### src/rtl/req_ack_sync_ctrl_pkg.sv
// Purpose: shared types and constants for the req/ack CDC receive controller.
//   - state_t: FSM state encoding
//   - NUM_STAGES legal range and a helper that clamps a requested depth into it
package req_ack_sync_ctrl_pkg;

  typedef enum logic [1:0] {
    IDLE   = 2'd0,
    OFFER  = 2'd1,
    ACK_HI = 2'd2
  } state_t;

  localparam int unsigned NUM_STAGES_MIN = 2;
  localparam int unsigned NUM_STAGES_MAX = 4;

  // Out-of-range synchronizer depths are clamped rather than producing a broken chain.
  function automatic int unsigned clamp_stages(input int unsigned n);
    if (n < NUM_STAGES_MIN) return NUM_STAGES_MIN;
    if (n > NUM_STAGES_MAX) return NUM_STAGES_MAX;
    return n;
  endfunction

endpackage

### src/rtl/req_ack_sync_ctrl_sync_chain.sv
// Purpose: single-bit multi-flop synchronizer for an asynchronous level.
// Ports:
//   clk  in  destination clock
//   rst  in  synchronous active-high reset (all flops to 0)
//   d    in  asynchronous level
//   q    out synchronized level (last flop of the chain)
module sync_chain
  import req_ack_sync_ctrl_pkg::*;
#(
  parameter int unsigned NUM_STAGES = 3
) (
  input  logic clk,
  input  logic rst,
  input  logic d,
  output logic q
);

  localparam int unsigned DEPTH = clamp_stages(NUM_STAGES);

  logic [DEPTH-1:0] chain;

  // Shift register; only chain[0] may go metastable, later stages give it time to settle.
  always_ff @(posedge clk) begin
    if (rst) begin
      chain <= '0;
    end else begin
      chain <= {chain[DEPTH-2:0], d};
    end
  end

  assign q = chain[DEPTH-1];

endmodule

### src/rtl/req_ack_sync_ctrl.sv
// Purpose: destination-side controller of a four-phase req/ack bus crossing.
//   Synchronizes the request, captures the quasi-static bus once, offers it with
//   valid/ready, then raises ack until the request is withdrawn.
// Ports:
//   clk         in  destination clock
//   rst         in  synchronous active-high reset
//   req_async   in  source request level (asynchronous)
//   data_async  in  source data, stable while req_async is high
//   sync_ready  in  consumer accepts sync_bus this cycle
//   sync_bus    out captured data word (registered)
//   sync_valid  out sync_bus holds an unaccepted word (registered)
//   ack         out acknowledge level back to the source (registered)
//   proto_err   out one-cycle pulse when the request drops before ack
//   xfer_cnt    out completed transfers, wraps silently
module req_ack_sync_ctrl
  import req_ack_sync_ctrl_pkg::*;
#(
  parameter int unsigned NUM_STAGES = 3,
  parameter int unsigned BUS_WIDTH  = 8,
  parameter int unsigned CNT_WIDTH  = 8
) (
  input  logic                 clk,
  input  logic                 rst,
  input  logic                 req_async,
  input  logic [BUS_WIDTH-1:0] data_async,
  input  logic                 sync_ready,
  output logic [BUS_WIDTH-1:0] sync_bus,
  output logic                 sync_valid,
  output logic                 ack,
  output logic                 proto_err,
  output logic [CNT_WIDTH-1:0] xfer_cnt
);

  state_t state;
  logic   req_s;
  logic   err_seen;  // early drop already reported during this offer

  sync_chain #(
    .NUM_STAGES(NUM_STAGES)
  ) u_req_sync (
    .clk(clk),
    .rst(rst),
    .d  (req_async),
    .q  (req_s)
  );

  // Handshake FSM with capture register, counter and error pulse.
  always_ff @(posedge clk) begin
    if (rst) begin
      state      <= IDLE;
      sync_bus   <= '0;
      sync_valid <= 1'b0;
      ack        <= 1'b0;
      proto_err  <= 1'b0;
      xfer_cnt   <= '0;
      err_seen   <= 1'b0;
    end else begin
      proto_err <= 1'b0;
      case (state)
        IDLE: begin
          err_seen <= 1'b0;
          if (req_s) begin
            // Bus is quasi-static here: the source holds it while its request is high.
            sync_bus   <= data_async;
            sync_valid <= 1'b1;
            state      <= OFFER;
          end
        end

        OFFER: begin
          // Word is already captured, so an early drop is flagged but the offer continues.
          if (!req_s) begin
            proto_err <= !err_seen;
            err_seen  <= 1'b1;
          end
          if (sync_ready) begin
            sync_valid <= 1'b0;
            ack        <= 1'b1;
            xfer_cnt   <= xfer_cnt + CNT_WIDTH'(1);
            err_seen   <= 1'b0;
            state      <= ACK_HI;
          end
        end

        ACK_HI: begin
          if (!req_s) begin
            ack   <= 1'b0;
            state <= IDLE;
          end
        end

        default: begin
          sync_valid <= 1'b0;
          ack        <= 1'b0;
          err_seen   <= 1'b0;
          state      <= IDLE;
        end
      endcase
    end
  end

endmodule

### config.mk
export PLATFORM = sky130hd
export DESIGN_NAME = req_ack_sync_ctrl
export DESIGN_NICKNAME = d
export VERILOG_FILES = /design/src/rtl/req_ack_sync_ctrl_pkg.sv /design/src/rtl/req_ack_sync_ctrl_sync_chain.sv /design/src/rtl/req_ack_sync_ctrl.sv
export SDC_FILE = /design/constraint.sdc
export NUM_CORES = 1
export LEC_CHECK = 0
export BUFFER_PORTS_ARGS = -buffer_cell sky130_fd_sc_hd__buf_2
export CORE_MARGIN = 2
export CORE_UTILIZATION = 48
export CTS_BUF_LIST = sky130_fd_sc_hd__clkbuf_16
export DETAILED_ROUTE_END_ITERATION = 16
export PLACE_DENSITY = 0.83
export RECOVER_POWER = 100
export SYNTH_ARGS = -nofsm -noshare
export SYNTH_HDL_FRONTEND = slang
export SYNTH_SLANG_ARGS = --single-unit
### constraint.sdc
create_clock -name clk -period 1.6 [get_ports clk]
set_input_delay 0.08 -clock clk [delete_from_list [all_inputs] [get_ports clk]]
set_output_delay 0.08 -clock clk [all_outputs]
set_load 0.01 [all_outputs]
==> results.md, run 1 <==
Timing:
- The count of pins over their slew limit is 0.
- The smallest clock period supported by the final layout is computed as 1.40 ns.
- Setup repair after global routing left no endpoint under its margin.
- Setup violations remaining at the end of the flow were counted as 0.
- At the pin with the least slew margin, the transition time is roughly 1.1 ns.
- The clock arrives with roughly 0.0011 ns of skew.
- The final count of hold timing violations was 0.
- The timing-limited maximum frequency is 0.714 GHz.
- Summed over all failing endpoints, the final setup total negative slack is 0 ns.
- The worst slew slack as a fraction of its limit is ~30%.
- The post-layout worst setup margin is roughly 0.2 ns.
- In the finished design, the share of the clock period the worst path needs comes to just under 90%.

Floorplanning:
- Once the floorplan was initialized, standard cells occupied between 50% and 60% of the core.
- The width of the die is approximately 49 µm.
- Row generation in the floorplan step produced 16 rows.
- The die covers about 2400 µm².
- The core outline area is ~2000 µm².
- The number of ports placed on the die boundary is 31.
- From bottom edge to top edge, the die measures 49.4 µm.

CTS:
- The clock net in this run drives a total of 25 sinks.
- The number of levels in the clock H-tree is 1.
- TritonCTS created 3 clock buffers.
- Once the clock tree was built, the resizer swapped 0 gates to a different size.
- The buffer type at the clock tree root is sky130_fd_sc_hd__clkbuf_16.
- The insertion delay of the later-clocked pin in the worst-skew pair is approximately 0.25 ns.
- The number of hold buffers added after CTS was 0.
- The clock passes through at most 2 buffers.
- The buffers inserted during post-CTS setup optimization is 0.
- After clock tree synthesis, the clock-pin slew on the worst setup and hold paths is roughly 0.06 ns.
- The TritonCTS clock tree is yes.

Routing:
- Detailed routing inserted a total of between 700 and 800 vias.
- The number of nets with antenna violations after routing is 0.
- In the final routed layout, each cell accounts on average for around 11 µm.
- In the routed layout, each cell is associated on average with a via count of 4.89.
- Summed over all layers, the routed wires come to 1760 µm.
- The number of optimization iterations in the first detailed-route pass is 4.
- The residual DRC count is 0.
- The DRC violation total after the first TritonRoute iteration is 12.

Synthesis:
- The number of different library cells used by synthesis comes to 29.
- For this run, the number of Yosys warnings is 0.
- Dividing the synthesized area by the synthesized cell count gives 9.77 µm².
- Synthesis produced slightly above 100 cells.
- The register bit count reported by yosys is 25.
- The area of the mapped netlist is between 900 and 1000 µm².
- The sequential area share after synthesis is about half.
- The number of nets in the synthesized netlist is 114.

Worst setup path:
- The worst reg2reg path endpoint is sync_bus[2].
- For the worst setup path, the data arrival time is about 1.5 ns.
- The largest fanout of any net on the critical path is 10.
- The class of the most critical setup path is flop to flop.
- In this run the critical register-to-register path is launched from state[0].
- The biggest cell delay along the critical path is between 0.3 and 0.4 ns.
- The critical path contains buffers and inverters numbering 2 combined.
- In this design, the critical path's most frequently occurring cell is sky130_fd_sc_hd__buf_4.
- The worst setup path is launched from a flop.
- The data required time of the critical path is ~1.7 ns.
- The family of cells with the greatest summed delay on the critical path is buffers and inverters.
- Traced cell by cell, the critical path runs through buf_4, nor3b_1, buf_4, mux2i_1, nor2_1.
- STA classifies the critical path endpoint as a flop.
- Setup slack on the worst reg-to-reg path comes out at 0.20 ns.
- The highest-delay cell along the critical path is sky130_fd_sc_hd__dfxtp_1.
- The worst-case reg-to-reg path depth is 5.

Pwr:
- The cell area power density is just over 1000 nW/µm².
- The analysis attributes to cell leakage a power of between 0.4 and 0.5 nW.
- The maximum resistive drop on vdd is about 0.69 mV.

Placement:
- The number of placed instances, taps included, is around 150.
- The routability congestion estimate is approximately 0.79.
- The worst setup timing slack at the placement stage is about 0.22 ns.
- The HPWL after detailed placement is between 1000 and 1500 µm.
- The number of port buffers is 30.

Min path:
- The hold-critical path depth is 2.
- The worst hold endpoint is u_req_sync.chain[0].
- In this run the worst hold path is classified as primary input to flop.
- In this run the most critical hold path is launched from req_async.

Final layout:
- 0 antenna diodes ended up in the layout.
- The area occupied by multi-input gates is 447 µm².
- The count of nets after finishing is roughly 150.
- Compared with the post-synthesis result, the final layout area differs by 22.3%.
- The count of filler cells inserted in the layout is about 180.
- The final non-filler cell total is 158.
- The ratio of cells with drive above 1 in the final layout is between 10 and 15%.
- The core occupancy in the finished layout is approximately 62%.
- The register area is 500 µm².

GRT:
- The number of global-route vias before repair came to 697.
- The first global-routing pass estimated 2950 µm of wire.
- The total overflow left after global routing is 0.
- The global-route usage over all layers is 15.6%.
- The largest net degree at the start of global routing is 27.
- The initial antenna violation count is 0.

Job:
- The number of maximum-capacitance violations is 0.

Outcome:
- The flow ran to the end, and the final reports show no timing, DRC or antenna violations.
-- routing by layer --
layer	track usage, %	part of all wire [%]	up-vias
met4	7.62	0.68	0
li1	-	-	407
met3	5.21	5.3	2
met2	23.9	45	23
met1	19.6	49	340
met5	0	0	-
-- kinds of logic (layout without fill, tap and decap cells) --
family	Yosys count	after routing	share of synthesized area (%)
multiplexers	10	10	10.3
AO/OA/AOI/OAI	15	15	9.00
buffers and inverters	8	38	4.06
AND/OR/NAND/NOR	40	40	22.9
adder cells (fa/ha/maj)	1	1	1.27
flip-flops	25	25	50.7
XOR/XNOR	2	2	1.77
-- worst max path at each step --
stage,cells after the start,slack (ns),start,endpoint
after floorplan,3,0.30,xfer_cnt[3],xfer_cnt[7]
after global placement,3,0.27,state[1],xfer_cnt[7]
after detailed placement,3,0.22,state[1],xfer_cnt[7]
after CTS,5,0.20,state[0],sync_bus[2]
after global routing,5,0.09,state[0],sync_bus[3]
final,5,0.20,state[0],sync_bus[2]
-- power breakdown --
part           internal (mW)  leakage [nW]  switching (mW)
Combinational         0.0290         0.210          0.0351
Sequential             0.635         0.202         0.00803
Clock                  0.333        0.0423           0.196
Total                  0.997         0.454           0.239
-- stage by stage --
step | hold slack [ns] | total power [mW] | cell area (µm²)
floorplan | 0.195 | 0.695 | 987
global placement | 0.293 | 0.721 | 1150
detailed placement | 0.295 | 0.723 | 1150
CTS | 0.0383 | 1.25 | 1230
global route | 0.0630 | 1.29 | 1210
finish | 0.0409 | 1.24 | 1210
-- cell usage after synthesis --
library cell                 n  area, µm²
sky130_fd_sc_hd__buf_6       1       11.3
sky130_fd_sc_hd__nor3b_1     1       7.51
sky130_fd_sc_hd__ha_1        1       12.5
sky130_fd_sc_hd__mux2_1      1       11.3
sky130_fd_sc_hd__nand3_1     2       10.0
sky130_fd_sc_hd__inv_1       2       7.51
sky130_fd_sc_hd__a21oi_1     8       40.0
sky130_fd_sc_hd__xnor2_1     1       8.76
sky130_fd_sc_hd__nand4b_1    1       8.76
sky130_fd_sc_hd__dfxtp_1    25        500
sky130_fd_sc_hd__nand4_1     1       6.26
sky130_fd_sc_hd__nor4_1      2       12.5
sky130_fd_sc_hd__o21ai_0     2       10.0
sky130_fd_sc_hd__nand2_1     3       11.3
sky130_fd_sc_hd__o21bai_1    1       7.51
sky130_fd_sc_hd__nor2b_1     5       31.3
sky130_fd_sc_hd__a2111oi_0   1       8.76
sky130_fd_sc_hd__nand3b_1    3       22.5
sky130_fd_sc_hd__nor2_1     15       56.3
sky130_fd_sc_hd__or4_1       2       15.0
sky130_fd_sc_hd__nand3b_4    1       20.0
sky130_fd_sc_hd__o31ai_1     2       15.0
sky130_fd_sc_hd__nand2b_1    2       12.5
sky130_fd_sc_hd__or3_1       2       12.5
sky130_fd_sc_hd__buf_2       2       10.0
sky130_fd_sc_hd__o21a_1      1       7.51
sky130_fd_sc_hd__mux2i_1     9       90.1
sky130_fd_sc_hd__xor2_1      1       8.76
sky130_fd_sc_hd__clkbuf_1    3       11.3
-- cell type report --
class | instances | share of cell area, %
Tap cell | 27 | 2.80
Sequential cell | 25 | 41.5
Clock buffer | 3 | 6.22
Clock inverter | 1 | 0.311
Multi-Input combinational cell | 68 | 37.0
Timing Repair Buffer | 32 | 11.6
Inverter | 2 | 0.622
-- placed cells by master (no fill, tap or decap), types with 3 or more instances in the layout --
cell                        instances
sky130_fd_sc_hd__a21oi_1            8
sky130_fd_sc_hd__buf_2             10
sky130_fd_sc_hd__clkbuf_1          20
sky130_fd_sc_hd__clkbuf_16          3
sky130_fd_sc_hd__dfxtp_1           25
sky130_fd_sc_hd__inv_1              3
sky130_fd_sc_hd__mux2i_1            9
sky130_fd_sc_hd__nand2_1            3
sky130_fd_sc_hd__nand3b_1           3
sky130_fd_sc_hd__nor2_1            15
sky130_fd_sc_hd__nor2b_1            5
-- registers in the layout, summed over array words and instances, names as in the netlist --
signal,cells
sync_bus,8
xfer_cnt,8
u_req_sync.chain,3
state,2
ack,1
err_seen,1
proto_err,1
sync_valid,1
Note: power is estimated with default switching activity, not from simulation.
==> inputs of run 2 (changes only) <==
--- a/config.mk
+++ b/config.mk
@@ -12,6 +12,7 @@
 export DETAILED_ROUTE_END_ITERATION = 16
 export PLACE_DENSITY = 0.83
 export RECOVER_POWER = 100
+export REMOVE_ABC_BUFFERS = 1
 export SYNTH_ARGS = -nofsm -noshare
 export SYNTH_HDL_FRONTEND = slang
 export SYNTH_SLANG_ARGS = --single-unit
==> run 2 against run 1 <==
Against the previous run: fmax is 4.7% lower; worst hold slack worse by 0.0073 ns; die area stayed put; cell count is 0.63% lower; power is 0.32% higher; clock power is 0.9% higher; cell area is 0.73% lower; wire length is 2.4% lower.
==> results.md, run 2 (synthesized netlist as in run 1, its figures left out) <==
Worst setup path:
- The highest-delay cell along the critical path is sky130_fd_sc_hd__dfxtp_1.
- The critical path endpoint category is a flop.
- For flop-to-flop paths, the worst setup slack is 0.13 ns.
- By startpoint and endpoint, the worst setup path is classified as flop to flop.
- For this run, the slowest stage of the critical path takes 0.56 ns.
- STA classifies the critical path startpoint as a flop.
- The largest fanout of any net on the critical path is 12.
- The count of buffering cells on the critical path with inverters included is 0.
- On the critical path the largest part of the delay comes from flip-flops.
- The data required time of the critical path is 1.74 ns.
- Walking the worst path, the cells encountered are nand3b_4, nor4_1, mux2_1.
- STA puts the critical path data arrival time at roughly 1.6 ns.

Timing:
- The total setup violations reported at the end of the flow is 0.
- The maximum clock skew at final layout is 0.00195 ns.
- Counting I/O delays and the setup requirement, the final critical path takes 1.47 ns.
- Hold is met by 0.0336 ns.
- The timing-limited maximum frequency is between 0.6 and 0.7 GHz.
- The count of pins over their slew limit was 0.
- The final count of hold timing violations was 0.
- Setup repair after global routing left no endpoint under its margin.
- The worst slew slack as a fraction of its limit is a little over two thirds.
- At the pin with the least slew margin, the transition time is 0.443 ns.
- The final worst-path cycle share is roughly 92%.

CTS:
- In this run, post-CTS repair resized a total of 0 instances.
- The total of hold buffers inserted after clock tree synthesis is 0.
- In this run the number of H-tree levels came out at 1.
- After clock tree synthesis, the clock-pin slew on the worst setup and hold paths is roughly 0.06 ns.
- CTS saw 25 sinks.
- The buffers inserted during post-CTS setup optimization is 0.
- Clock latency on the worst-skew pair, taken at its later pin, is ~0.25 ns.
- The TritonCTS clock tree is yes.
- The clock tree buffer depth is 2.
- The total CTS buffers is 3.
- The buffer type at the clock tree root is sky130_fd_sc_hd__clkbuf_16.

Final layout:
- After the last flow step, the layout net total stands at around 140.
- The cell area after layout is 1200 µm².
- The ratio of cells with drive above 1 in the final layout is between 10% and 20%.
- The synthesis-to-layout area growth is 21.4%.
- In the layout the commonest cells are 25 x sky130_fd_sc_hd__dfxtp_1, 19 x sky130_fd_sc_hd__clkbuf_1, 15 x sky130_fd_sc_hd__nor2_1.
- The number of antenna diodes is 0.
- The count of cells in the finished layout, fillers not included, comes to 157.
- Fill cells in the final layout number 180.
- The library cell used most frequently in the layout, excluding fill and tap cells, is sky130_fd_sc_hd__dfxtp_1.
- In the final layout, the registers with the most flip-flops are sync_bus: 8 flops, xfer_cnt: 8 flops, u_req_sync.chain: 3 flops.

Outcome:
- The flow ran to the end, and the final reports show no timing, DRC or antenna violations.

GRT:
- The initial antenna violation count was 0.
- The sum of overflow across all layers after global routing is 0.
- The number of global-route vias before repair came to just over 700.
- The largest net degree at the start of global routing is 27.
- The first-pass GRT wire length is 2990 µm.
- The global-route usage over all layers is ~16%.

Routing:
- For this block, the initial DRC count from the detailed router was 9.
- The average wire per standard cell is approximately 11 µm.
- The count of vias placed by the detailed router is between 700 and 800.
- The number of optimization iterations in the first detailed-route pass is 2.
- The residual DRC count is 0.
- After detailed routing, the number of vias per cell comes to slightly below 5.
- The detail route stage leaves a number of antenna-violating nets equal to 0.
- The routed wire length is 1720 µm.

Floorplanning:
- The floorplan step defined a die boundary enclosing roughly 2400 µm².
- Measured along the y axis, the die boundary spans 49.4 µm.
- For this design the top-level I/O count stands at 31.
- The starting utilization of the core area is approximately half.
- The die is between 40 and 50 µm wide.
- The number of standard-cell rows in the floorplan is 16.
- The core outline area is between 1500 and 2000 µm².

Placement:
- The routability congestion estimate is approximately 0.67.
- The count of buffers added on input and output ports is 30.
- Detailed placement finished with a half-perimeter wire length of around 1200 µm.
- The post-detailed-placement cell area is 1150 µm².
- The number of placed instances, taps included, is around 150.

Pwr:
- After layout, the design draws a total of approximately 1.2 mW.
- The cell area power density is ~1000 nW/µm².
- The maximum resistive drop on vdd is 0.933 mV.
- The analysis attributes to cell leakage a power of 0.451 nW.

Job:
- The number of maximum-capacitance violations is 0.

Min path:
- The class of the tightest hold or removal check is primary input to flop.
-- run 2: final cells by class --
type,instances,area (µm²),share of cell area [%]
clock buffers,3,75.1,6.26
clock inverters,1,3.75,0.313
inverters,2,7.51,0.626
multi-input cells,68,447,37.3
flip-flops and latches,25,500,41.8
well taps,27,33.8,2.82
repair buffers,31,131,11.0
-- run 2: layer usage --
metal  vias up  GRT usage, %  share of wire, %
li1        409             -                 -
met1       349          18.6                46
met2        21          27.9                48
met3         0          3.07               5.3
met4         0          5.71                 0
met5         -             0                 0
-- run 2: path summary, 6_finish.rpt --
path | start | to | cells past startpoint
worst max register to register | state[0] | xfer_cnt[7] | 3
worst min-delay path | req_async | u_req_sync.chain[0] | 2
worst max-delay path | state[0] | xfer_cnt[7] | 3
worst min register to register | u_req_sync.chain[1] | u_req_sync.chain[2] | 1
-- run 2: power by group --
group | internal (mW) | switching (mW)
clock network | 0.333 | 0.201
registers | 0.635 | 0.0101
logic | 0.0278 | 0.0327
-- run 2: metrics by stage --
stage / setup TNS, ns / util, % / worst slack [ns]
floorplan: -1.38 / - / -0.173
global placement: 0 / 59.0 / 0.190
detailed placement: 0 / 59.0 / 0.139
CTS: 0 / 63.1 / 0.129
global route: 0 / 61.7 / 0.00953
finish: 0 / 61.7 / 0.129
==> inputs of run 3 (changes only) <==
--- a/config.mk
+++ b/config.mk
@@ -5,12 +5,12 @@
 export SDC_FILE = /design/constraint.sdc
 export NUM_CORES = 1
 export LEC_CHECK = 0
-export BUFFER_PORTS_ARGS = -buffer_cell sky130_fd_sc_hd__buf_2
-export CORE_MARGIN = 2
-export CORE_UTILIZATION = 48
+export CORE_MARGIN = 4
+export CORE_UTILIZATION = 59
 export CTS_BUF_LIST = sky130_fd_sc_hd__clkbuf_16
 export DETAILED_ROUTE_END_ITERATION = 16
-export PLACE_DENSITY = 0.83
+export DONT_BUFFER_PORTS = 1
+export PLACE_DENSITY = 0.82
 export RECOVER_POWER = 100
 export REMOVE_ABC_BUFFERS = 1
 export SYNTH_ARGS = -nofsm -noshare
==> run 3 against run 2 <==
Against the previous run: largest power group unchanged; cell count decreased by 19%; critical path depth increased by 1; clock power increased by 3.9%; worst setup slack improved by 0.0089 ns; count of clock-buffer cells in the layout unchanged; sequential cell count unchanged; register-to-register slack about the same; fmax increased by 0.61%; power increased by 1.8%.
==> results.md, run 3 (synthesized netlist as in run 1, its figures left out) <==
Outcome:
- The run finished with clean final reports.

Timing:
- Setup violations remaining at the end of the flow were counted as 0.
- Setup repair after global routing left no endpoint under its margin.
- The smallest clock period supported by the final layout is computed as between 1 and 1.5 ns.
- The clock arrives with between 0.003 and 0.004 ns of skew.
- The final critical path takes up between 90% and 100% of the cycle.
- The post-layout worst setup margin is approximately 0.14 ns.
- The count of pins over their slew limit is 0.
- The final count of hold timing violations is 0.
- For the pin with the worst max-slew slack, the measured transition is 0.816 ns.
- Headroom to the max-slew limit came out at between 40% and 50%.
- The timing-limited maximum frequency is between 0.6 and 0.7 GHz.
- On the final layout, the worst hold slack is a little under 0.005 ns.

Pwr:
- Summed over all cells, the static leakage comes to around 0.42 nW.
- The maximum resistive drop on vdd is ~0.76 mV.
- The cell area power density is 1080 nW/µm².

CTS:
- In this run the number of H-tree levels came out at 1.
- In this run the post-CTS setup repair buffer count came out at 0.
- The total of cells resized after clock tree synthesis is 0.
- For the worst-skew pair, the clock arrives at the later sink with an insertion delay of 0.26 ns.
- The post-CTS clock slew at the launch and capture registers of the worst setup and hold paths is around 0.06 ns.
- In this run the deepest clock path goes through 2 buffers.
- TritonCTS created 3 clock buffers.
- The TritonCTS clock tree is yes.
- In this run, post-CTS hold repair placed 9 buffers.
- In this run the clock root is driven by a sky130_fd_sc_hd__clkbuf_16.
- The TritonCTS sink count is 25.

Routing:
- The mean number of vias per cell is ~6.2.
- For this run, design rule violations remaining after detail routing come to 0.
- The first detailed-routing pass ran for 4 iterations.
- The number of nets with antenna violations after routing is 0.
- After detailed routing, the total wire length is approximately 2200 µm.
- Dividing the detail-routed wire length by the instance count gives 17.4 µm.
- The detailed router finished its first iteration with 18 violations.
- The count of vias placed by the detailed router is 791.

Placement:
- The cell count after placement is between 100 and 150.
- The final HPWL from detailed placement is about 1300 µm.
- The count of buffers added on input and output ports is 0.
- The routability congestion estimate is between 0.7 and 0.8.
- The worst setup timing slack at the placement stage is roughly 0.18 ns.

GRT:
- The initial antenna violation count came to 0.
- The number of global-route vias before repair is around 760.
- The total overflow left after global routing is 0.
- The global-route usage over all layers is about a fifth.
- The largest net degree at the start of global routing is 25.
- The first global-routing pass estimated around 3800 µm of wire.

Worst setup path:
- Along the worst path, the maximum fanout reaches 5.
- The critical path endpoint category is a flop.
- The sort of element at the start of the critical path is a flop.
- For this design, the slowest cell found on the critical path is sky130_fd_sc_hd__or4_1.
- Traced cell by cell, the critical path runs through clkbuf_1, nand2_1, or4_1, a21oi_1.
- The data required time of the critical path is about 1.8 ns.
- The critical path is of the flop to flop type.
- For this run, the slowest stage of the critical path takes between 0.4 and 0.5 ns.
- The arrival time at the worst endpoint is 1.63 ns.

Floorplanning:
- In this run the core area contains 14 standard-cell rows.
- In this run the count of I/O pins placed on the die edge is 31.
- For this configuration, the core starts out at a cell density of 64.0%.
- In this run the vertical extent of the chip is 48.9 µm.
- The core region is roughly 1500 µm².
- The die covers approximately 2400 µm².
- The width of the die is around 49 µm.

Final layout:
- 0 antenna diodes ended up in the layout.
- The commonest non-fill, non-tap cell in the layout is sky130_fd_sc_hd__dfxtp_1.
- The ratio of cells with drive above 1 in the final layout is roughly 6.3%.
- The register area is ~500 µm².
- The count of cells in the finished layout, fillers not included, comes to 127.
- In the final layout, the registers with the most flip-flops are sync_bus: 8 flops, xfer_cnt: 8 flops, u_req_sync.chain: 3 flops.
- In the final design database the tool counted ~130 nets.
- The count of filler cells inserted in the layout is 110.
- The multi-input combinational cells in the finished layout cover a total of 447 µm².
- The synthesis-to-layout area growth is 17.9%.
- In the layout the commonest cells are 25 x sky130_fd_sc_hd__dfxtp_1, 15 x sky130_fd_sc_hd__nor2_1, 9 x sky130_fd_sc_hd__mux2i_1, 9 x sky130_fd_sc_hd__dlygate4sd3_1, 8 x sky130_fd_sc_hd__a21oi_1.

Job:
- The number of maximum-capacitance violations is 0.

Min path:
- The min-delay analysis places its worst path in the category primary input to flop.
## run 3: changes by cell type in the layout (fill, tap and decap cells not counted), sizes merged
cell,before,now
clkbuf,23,5
buf,11,1
dlygate4sd3,0,9
clkinvlp,0,1
inv,3,2
## run 3: path summary, 6_finish.rpt
kind	start	endpoint	slack [ns]	cells after the start
min reg2reg	u_req_sync.chain[0]	u_req_sync.chain[1]	0.43	1
max	xfer_cnt[0]	xfer_cnt[3]	0.14	4
max reg2reg	xfer_cnt[0]	xfer_cnt[3]	0.14	4
min	data_async[1]	sync_bus[1]	0.005	2
## run 3: report_power, final
group / leakage, nW / switching [mW] / internal [mW]
combinational: 0.185 / 0.0283 / 0.0314
sequential: 0.202 / 0.0126 / 0.635
clock: 0.0371 / 0.216 / 0.339
total: 0.424 / 0.257 / 1.01
## run 3: critical path: cells and delay by family, from the launching register on
kind,cells,cell delay (ns)
buffers and inverters,1,0.25
flip-flops,1,0.33
AO/OA/AOI/OAI,1,0.19
AND/OR/NAND/NOR,2,0.62
## run 3: area by class of cell
type | instances | area share (%)
repair buffers | 12 | 9.14
flip-flops and latches | 25 | 43.0
clock buffers | 3 | 6.45
inverters | 2 | 0.645
multi-input cells | 68 | 38.4
well taps | 16 | 1.72
clock inverters | 1 | 0.645
## run 3: layer usage
layer	vias to the layer above	GRT usage [%]	wire, µm	part of all wire, %
met5	-	0	0	0
met4	0	8.52	30	1.4
met3	4	4.89	156	7.1
met2	35	34.6	1170	53
met1	380	24.8	851	39
li1	372	-	-	-
## run 3: metrics by stage
stage / total power, mW / utilization (%) / setup TNS [ns] / cell area [µm²]
after floorplan: 0.685 / - / -1.38 / 955
after global placement: 0.692 / 64.7 / 0 / 997
after detailed placement: 0.695 / 64.7 / 0 / 997
after CTS: 1.27 / 75.9 / 0 / 1170
after global routing: 1.32 / 75.5 / 0 / 1160
final: 1.26 / 75.5 / 0 / 1160
